### src/rtl/reg_wb_scheduler_pkg.sv
// Shared types and constants for the register-file writeback scheduler.
// Covers the writeback request payload, source indices and the scoreboard mask helper.
package reg_wb_scheduler_pkg;

   localparam int unsigned REG_ADDR_W = 5;
   localparam int unsigned NUM_REGS   = 32;
   localparam int unsigned DATA_W     = 32;

   typedef struct packed {
      logic                  valid;
      logic [REG_ADDR_W-1:0] addr;
      logic [DATA_W-1:0]     data;
   } wb_req_t;

   typedef enum logic [1:0] {
      WB_ALU = 2'd0,
      WB_LSU = 2'd1,
      WB_CSR = 2'd2
   } wb_src_e;

   // One-hot scoreboard mask for a register; x0 never gets a bit.
   function automatic logic [NUM_REGS-1:0] reg_mask(input logic [REG_ADDR_W-1:0] addr);
      logic [NUM_REGS-1:0] m;
      m       = '0;
      m[addr] = 1'b1;
      m[0]    = 1'b0;
      return m;
   endfunction

endpackage

### src/rtl/reg_wb_scheduler_rr_arbiter.sv
// Round-robin arbiter with a one-hot grant.
// The pointer moves one past the last winner; grants are suppressed while rstn is low.
module reg_wb_scheduler_rr_arbiter #(
   parameter int unsigned N = 3
) (
   input  logic         clk,
   input  logic         rstn,
   input  logic [N-1:0] valid,
   output logic [N-1:0] grant
);

   localparam int unsigned PW = (N > 1) ? $clog2(N) : 1;

   logic [PW-1:0] ptr;
   logic [PW-1:0] ptr_next;
   logic [PW-1:0] idx;

   // Scan from the pointer with wrap-around; the first valid requester wins.
   always_comb begin
      grant    = '0;
      ptr_next = ptr;
      idx      = '0;
      if (rstn) begin
         for (int unsigned i = 0; i < N; i++) begin
            idx = PW'((32'(ptr) + i) % N);
            if ((grant == '0) && valid[idx]) begin
               grant[idx] = 1'b1;
               ptr_next   = PW'((32'(idx) + 1) % N);
            end
         end
      end
   end

   always_ff @(posedge clk) begin
      if (!rstn) begin
         ptr <= '0;
      end else begin
         ptr <= ptr_next;
      end
   end

endmodule

### src/rtl/reg_wb_scheduler.sv
// Register-file write-port scheduler: round-robin writeback arbitration,
// busy-register scoreboard, and RAW/WAW issue stall.
module reg_wb_scheduler
   import reg_wb_scheduler_pkg::*;
#(
   parameter int unsigned NUM_SRC = 3,
   parameter int unsigned XLEN    = 32
) (
   input  logic                          clk,
   input  logic                          rstn,
   input  logic                          flush,
   input  logic                          issue_valid,
   input  logic [REG_ADDR_W-1:0]         issue_rs1,
   input  logic [REG_ADDR_W-1:0]         issue_rs2,
   input  logic [REG_ADDR_W-1:0]         issue_rd,
   input  logic                          issue_rd_we,
   output logic                          issue_ready,
   output logic                          rf_r_enabled,
   input  logic [NUM_SRC-1:0]            src_valid,
   input  logic [NUM_SRC*REG_ADDR_W-1:0] src_addr,
   input  logic [NUM_SRC*XLEN-1:0]       src_data,
   output logic [NUM_SRC-1:0]            src_ready,
   output logic                          w_enable,
   output logic [REG_ADDR_W-1:0]         w_addr,
   output logic [XLEN-1:0]               w_data,
   output logic [NUM_REGS-1:0]           busy
);

   logic [NUM_SRC-1:0]  grant;
   wb_req_t             sel;
   logic [NUM_REGS-1:0] busy_next;
   logic [NUM_REGS-1:0] set_mask;
   logic [NUM_REGS-1:0] clr_mask;

   reg_wb_scheduler_rr_arbiter #(
      .N (NUM_SRC)
   ) u_arb (
      .clk   (clk),
      .rstn  (rstn),
      .valid (src_valid),
      .grant (grant)
   );

   assign src_ready = grant;

   // Only the registered scoreboard is consulted; a same-cycle grant does not bypass.
   assign issue_ready  = rstn & ~busy[issue_rs1] & ~busy[issue_rs2]
                       & ~(issue_rd_we & busy[issue_rd]) & ~flush;
   assign rf_r_enabled = issue_valid & issue_ready;

   // Select the granted source's request.
   always_comb begin
      sel = '0;
      for (int unsigned i = 0; i < NUM_SRC; i++) begin
         if (grant[i]) begin
            sel.valid = 1'b1;
            sel.addr  = src_addr[i*REG_ADDR_W +: REG_ADDR_W];
            sel.data  = DATA_W'(src_data[i*XLEN +: XLEN]);
         end
      end
   end

   // A new issue to the same register outranks the retiring write; flush outranks both.
   always_comb begin
      set_mask  = '0;
      clr_mask  = '0;
      if (sel.valid) begin
         clr_mask = reg_mask(sel.addr);
      end
      if (rf_r_enabled && issue_rd_we) begin
         set_mask = reg_mask(issue_rd);
      end
      busy_next = (busy & ~clr_mask) | set_mask;
      if (flush) begin
         busy_next = '0;
      end
      busy_next[0] = 1'b0;
   end

   always_ff @(posedge clk) begin
      if (!rstn) begin
         busy     <= '0;
         w_enable <= 1'b0;
         w_addr   <= '0;
         w_data   <= '0;
      end else begin
         busy     <= busy_next;
         w_enable <= sel.valid && (sel.addr != '0);
         if (sel.valid) begin
            w_addr <= sel.addr;
            w_data <= XLEN'(sel.data);
         end
      end
   end

endmodule

### config.mk
export PLATFORM = sky130hd
export DESIGN_NAME = reg_wb_scheduler
export DESIGN_NICKNAME = d
export VERILOG_FILES = /design/src/rtl/reg_wb_scheduler_pkg.sv /design/src/rtl/reg_wb_scheduler_rr_arbiter.sv /design/src/rtl/reg_wb_scheduler.sv
export SDC_FILE = /design/constraint.sdc
export NUM_CORES = 1
export LEC_CHECK = 0
export BUFFER_PORTS_ARGS = -buffer_cell sky130_fd_sc_hd__buf_2
export CAP_MARGIN = 20
export CORE_ASPECT_RATIO = 1.2
export CORE_MARGIN = 3
export CORE_UTILIZATION = 30
export DETAILED_ROUTE_END_ITERATION = 7
export SLEW_MARGIN = 10
export SYNTH_ARGS = -nofsm -noshare
export SYNTH_HDL_FRONTEND = slang
export SYNTH_HIERARCHICAL = 1
export SYNTH_SLANG_ARGS = --single-unit
### constraint.sdc
create_clock -name clk -period 3.15 [get_ports clk]
set_input_delay 0.7875 -clock clk [delete_from_list [all_inputs] [get_ports clk]]
set_output_delay 0.7875 -clock clk [all_outputs]
set_load 0.005 [all_outputs]
# Yosys cells after proc, flatten, opt, wreduce, memory -nomap -nowiden
# Cells that the tools add are included.
# word_totals
reg_bits	72
out_inout_bits	75
elab_cells	95
# op_classes
add_sub_neg	5
div_mod_pow	6
order_cmp	12
mux	36
bitwise	16
n_reduce_logical	14
# ops
cell	n
32-bit by 2-bit modulo with 32-bit output, second input constant	5
38-bit 2-to-1 mux	3
32-bit 2-to-1 mux	2
32-bit AND	1
2-bit by 2-bit modulo with 32-bit output, second input constant	1
32-bit NOT	1
32-bit OR	1
5-bit by 6-bit < comparator with 1-bit output, second input constant	4
3-bit 2-to-1 mux	6
1-bit binary-select mux with 5-bit select	3
2-bit by 1-bit adder with 3-bit output, second input constant	4
1-bit 2-to-1 mux	11
1-bit demux with 5-bit select	2
5-bit by 1-bit >= comparator with 1-bit output, second input constant	2
1-bit logical AND	9
2-bit by 3-bit < comparator with 1-bit output, second input constant	3
1-bit AND	6
1-bit binary-select mux with 2-bit select	3
1-bit demux with 2-bit select	3
2-bit by 1-bit >= comparator with 1-bit output, second input constant	3
3-bit zero test	2
2-bit 2-to-1 mux	3
3-bit OR	2
1-bit NOT	5
other kinds (4)	4

# Logic depth before layout (Yosys ltp)
# depth
depth_word	26
ltp_mapped	15
depth_no_buf	13

# Cells and area by module
# Netlist, hierarchy kept.
# by_module_without_submodules
mod	instances	cells_each	area_each_um2	seq_area_each_um2
reg_wb_scheduler	1	499	4346.7	1381.3
reg_wb_scheduler_rr_arbiter	1	62	523.0	40.0

# Worst setup path before layout
# OpenSTA, ideal clock, no wires.
# synth_timing
kind	input-to-output
from	input port issue_rs1[2]
to	output port issue_ready
arrival_time_ps	2517
path_slack_ps	-155
cell_stages	7
cell_sequence	buf_2 mux4_2 o32a_1 nand3_1 o311ai_2 clkbuf_1 a211oi_1
# synth_between
elab_chain_len	7
# synth_rtl
element	line	source
from (decl)	reg_wb_scheduler.sv:13	input logic [REG_ADDR_W-1:0] issue_rs1,
1-bit binary-select mux with 5-bit select	reg_wb_scheduler.sv:47	assign issue_ready = rstn & ~busy[issue_rs1] & ~busy[issue_rs2]
1-bit 2-to-1 mux (not written as such)	reg_wb_scheduler.sv:47	
1-bit NOT	reg_wb_scheduler.sv:47	
1-bit AND (2 in a row)	reg_wb_scheduler.sv:47	
1-bit AND (2 in a row)	reg_wb_scheduler.sv:48	& ~(issue_rd_we & busy[issue_rd]) & ~flush;
to (decl)	reg_wb_scheduler.sv:17	output logic issue_ready,
# No other way between the ends. The select of a mux whose other input is x is not followed.

# Final worst setup path
# layout_timing
from	input port issue_rd[0]
to	output port issue_ready
# layout_between
elab_chain_len	6
# layout_rtl
element	line	source
from (decl)	reg_wb_scheduler.sv:15	input logic [REG_ADDR_W-1:0] issue_rd,
1-bit binary-select mux with 5-bit select	reg_wb_scheduler.sv:48	
1-bit 2-to-1 mux (not written as such)	reg_wb_scheduler.sv:48	
1-bit AND	reg_wb_scheduler.sv:48	
1-bit NOT	reg_wb_scheduler.sv:48	
1-bit AND (2 in a row)	reg_wb_scheduler.sv:48	
# No other way between the ends. The select of a mux whose other input is x is not followed.

==> key figures <==
Timing
  • Rel. slew slack: 0.6494
  • Final hold vios: 0
  • Ratio of final minimum period to clock period: 0.9937
  • Tmin final: around 3.1 ns
  • Worst Tran Pin Value: 0.5248 ns
  • Skew final: between 0.008 and 0.009 ns
  • Max-slew violation count: 0
  • Setup ws final: ~0.02 ns
  • RSZ-0062 raised after global routing: true
  • # setup viols final: 0
  • Max Fclk: approximately 0.32 GHz

Die
  • Placeable core area: approximately 0.016 mm^2
  • Rows: 50
  • Die Wd: ~120 um
  • Io pins: between 200 and 250
  • Die H: ~150 um
  • Starting Density: 0.3089
  • Die ar.: between 0.015 and 0.02 mm^2

Synth
  • Most common cell in the netlist: dfxtp_1
  • Simple-gate share of the synthesized area: 0.2145
  • Mux cell area share after synthesis: 0.1220
  • Post-Synthesis Cell Area: between 0.004 and 0.005 mm^2
  • Async SR Flop Fraction: 0
  • Post-synth cell types: between 50 and 60
  • Synth Area in XOR/XNOR: 0
  • Adder-Cell Fraction of Synth Area: 0.01285
  • Top post-synthesis cells by area: dfxtp_1 (29%), mux4_2 (9.7%), nor3b_1 (5.7%), o211ai_1 (5.1%), a22oi_1 (4.9%)
  • Largest family of logic cells by synthesized area: compound AO/OA/AOI/OAI gates
  • Number of synthesized flops with an enable pin: 0
  • YS warnings: 6
  • Number of standard cells after synthesis: 561
  • Synth Area in Compound Gates: 0.2937
  • Post-synth top area share: 0.2919
  • Syn_area_per_cell: a little under 9 um^2
  • Leading area contributor after synthesis: dfxtp_1
  • Post-synthesis sequential area ratio: 0.2919
  • Register bit total from synthesis: between 70 and 80
  • Syn nets: 700
  • Synth Flop Type: dfxtp_1
  • Commonest cells post-synth: dfxtp_1 (71), nand2_1 (49), a21oi_1 (40), nor3b_1 (37)

Routing
  • Avg Vias per Cell: between 5 and 6
  • Drt total wl: ~18000 um
  • Starting DRT DRC Count: around 430
  • Drt wl/cell: 17.95 um
  • DRC: 0
  • Vias: 5398
  • Post-route ant nets: 0
  • Number of iterations in the first detailed-routing pass: 5

Finish
  • Layout cells sized above 1: 0.4508
  • Post-route cell area: 0.007057 mm^2
  • Nets: slightly above 900
  • Area growth, synth to finish: 44.91%
  • ANT cells: 0

Placed design
  • I/O Buffers: roughly 210
  • DP Worst Slack: -0.2186 ns
  • HPWL Detailed: 13590 um
  • Post-Place Cell Area: ~0.0064 mm^2
  • Routability-driven placement congestion ratio: approximately 0.90

Power
  • Psw: 1874 uW
  • Clock share of power: 0.231
  • P_leak: about 0.003 uW
  • Switching fraction of total power: 0.3697
  • Power Total: between 5000 and 6000 uW
  • PD cells: around 700 mW/mm^2
  • Combinational share of power: 0.522
  • Worst VDD drop: just over 400 uV
  • Cell-internal power: 3194 uW
  • Sequential share of power: 0.247

Clocking
  • H-tree lvl count: 3
  • Worst skew pair latency: around 0.34 ns
  • CTS buffer count: 9
  • Clock Sinks: about 70
  • Post-cts hold buffer count: 0
  • CTS Root Cell: clkbuf_16
  • Clock buffer depth: 2
  • CTS tree: built
  • Clk slew on worst S/H paths: 0.06 ns

Outcome
  • Status: finished clean

Global routing
  • Pin count of the biggest net entering global routing: between 40 and 50
  • GRT Resource Usage Total: 0.1954
  • Initial antenna violation count: 0
  • Vias in the first global route: a little over 5000
  • GRT overflow: 0
  • Global-route wire length before repair: 27800 um

Hold path
  • Hold Startpoint: w_addr[4]
  • Worst Hold Endpoint: w_addr[4]
  • Hold WC Path Type: flop to flop
  • Hold Path Cell Cnt: 2

Setup path
  • Critical Path Start: issue_rd[0]
  • WP data arrival: about 2.3 ns
  • Setup crit end kind: output pin
  • Crit start category: primary input
  • Worst-path maximum fanout: 5
  • Reg2Reg Setup Slack: around 0.080 ns
  • Req. time, crit path: 2.36 ns
  • RR Startpoint: u_arb/ptr[1]
  • Worst r2r dst: busy[11]
  • FF-to-FF path depth: 16
  • Crit path largest cell delay: 0.47 ns
  • Cell family with most CP delay: compound AO/OA/AOI/OAI gates
  • CP Cell Sequence: buf_12 -> buf_6 -> mux4_2 -> a32o_1 -> a211o_1 -> a211oi_2 -> buf_2
  • Crit Path Category: primary input to output pin
  • Crit-path slowest cell: mux4_2
  • Crit path buf inv count: 3

Job
  • Max-cap violation count: 0
worst max-delay path by stage:
stage	cells past startpoint	slack, ns	end
final	7	0.02	issue_ready
after global routing	16	-0.1	busy[11]
after CTS	7	-0.05	rf_r_enabled
after detailed placement	7	-0.22	issue_ready
after global placement	7	-0.21	issue_ready
after floorplan	8	-0.003	issue_ready
worst reg2reg max path: stages, from the launching register on:
cell and delay, ns:
dfxtp_4 0.38, inv_4 0.05, ha_4 0.17, mux2i_4 0.20
or2_4 0.24, a22o_1 0.24, buf_6 0.13, nand3b_4 0.16
o22ai_4 0.18, buf_6 0.13, nand3b_1 0.07, a31oi_1 0.18
buf_4 0.18, nor2b_4 0.21, nand2_4 0.10, o211ai_1 0.23
o41ai_2 0.10
routing by layer:
layer  GRT usage  wire (um)  vias up
met2      0.3095       8453      289
met3     0.06649       1797       36
met4     0.06611        493        0
met1      0.2476       7203     2483
li1            -          -     2590
met5           0          0        -
metrics by stage:
stage | hold slack, ns | utilization | instances | setup TNS [ns]
after floorplan | 0.4600 | - | 561 | -0.003348
after global placement | 0.4684 | 0.4040 | 972 | -6.299
after detailed placement | 0.4671 | 0.4040 | 972 | -5.917
after CTS | 0.4859 | 0.4344 | 993 | -0.05415
after global routing | 0.5115 | 0.4476 | 1000 | -0.8605
final | 0.4915 | 0.4476 | 1000 | 0
timing repair:
item,in CTS,in global routing
endpoints found under the setup margin,33,63
gates resized for setup,22,41
buffers inserted,4,6
pin swaps,12,19
gates cloned,1,1
power groups by stage:
stage / Clock (uW) / Sequential (uW) / Combinational, uW
after CTS: 1200 / 1250 / 2420
after floorplan: 0 / 1270 / 1410
after detailed placement: 0 / 1260 / 2360
final: 1170 / 1250 / 2650
after global placement: 0 / 1260 / 2360
after global routing: 1230 / 1280 / 2940
layout make-up:
class,count,area (um^2)
well taps,208,260.3
fillers,1614,8708
multi-input cells,426,3368
clock buffers,10,229.0
repair buffers,268,1618
flip-flops and latches,71,1429
clock inverters,6,108.9
inverters,11,43.79
flip-flops by register name, summed over array words and instances (netlist names):
name,flops
busy,31
u_arb/ptr,2
w_addr,5
w_data,32
w_enable,1
kinds of logic (layout without fill, tap and decap cells):
kind of cell | Yosys count | in the layout
AO/OA/AOI/OAI | 207 | 207
flip-flops | 71 | 71
multiplexers | 32 | 32
buffers and inverters | 65 | 295
AND/OR/NAND/NOR | 180 | 181
other | 1 | 1
adder cells (fa/ha/maj) | 5 | 5
placed cells by master (no fill, tap or decap), types with 32 or more instances in the layout:
| cell | n |
|---|---|
| buf_2 | 203 |
| dfxtp_1 | 69 |
| buf_4 | 53 |
| nand2_1 | 40 |
| a21oi_1 | 40 |
| nor3b_1 | 35 |
| o21ai_0 | 34 |
| and2_1 | 34 |
| o211ai_1 | 33 |
| a22oi_1 | 32 |
No activity file was read; power rests on OpenSTA's default activity.
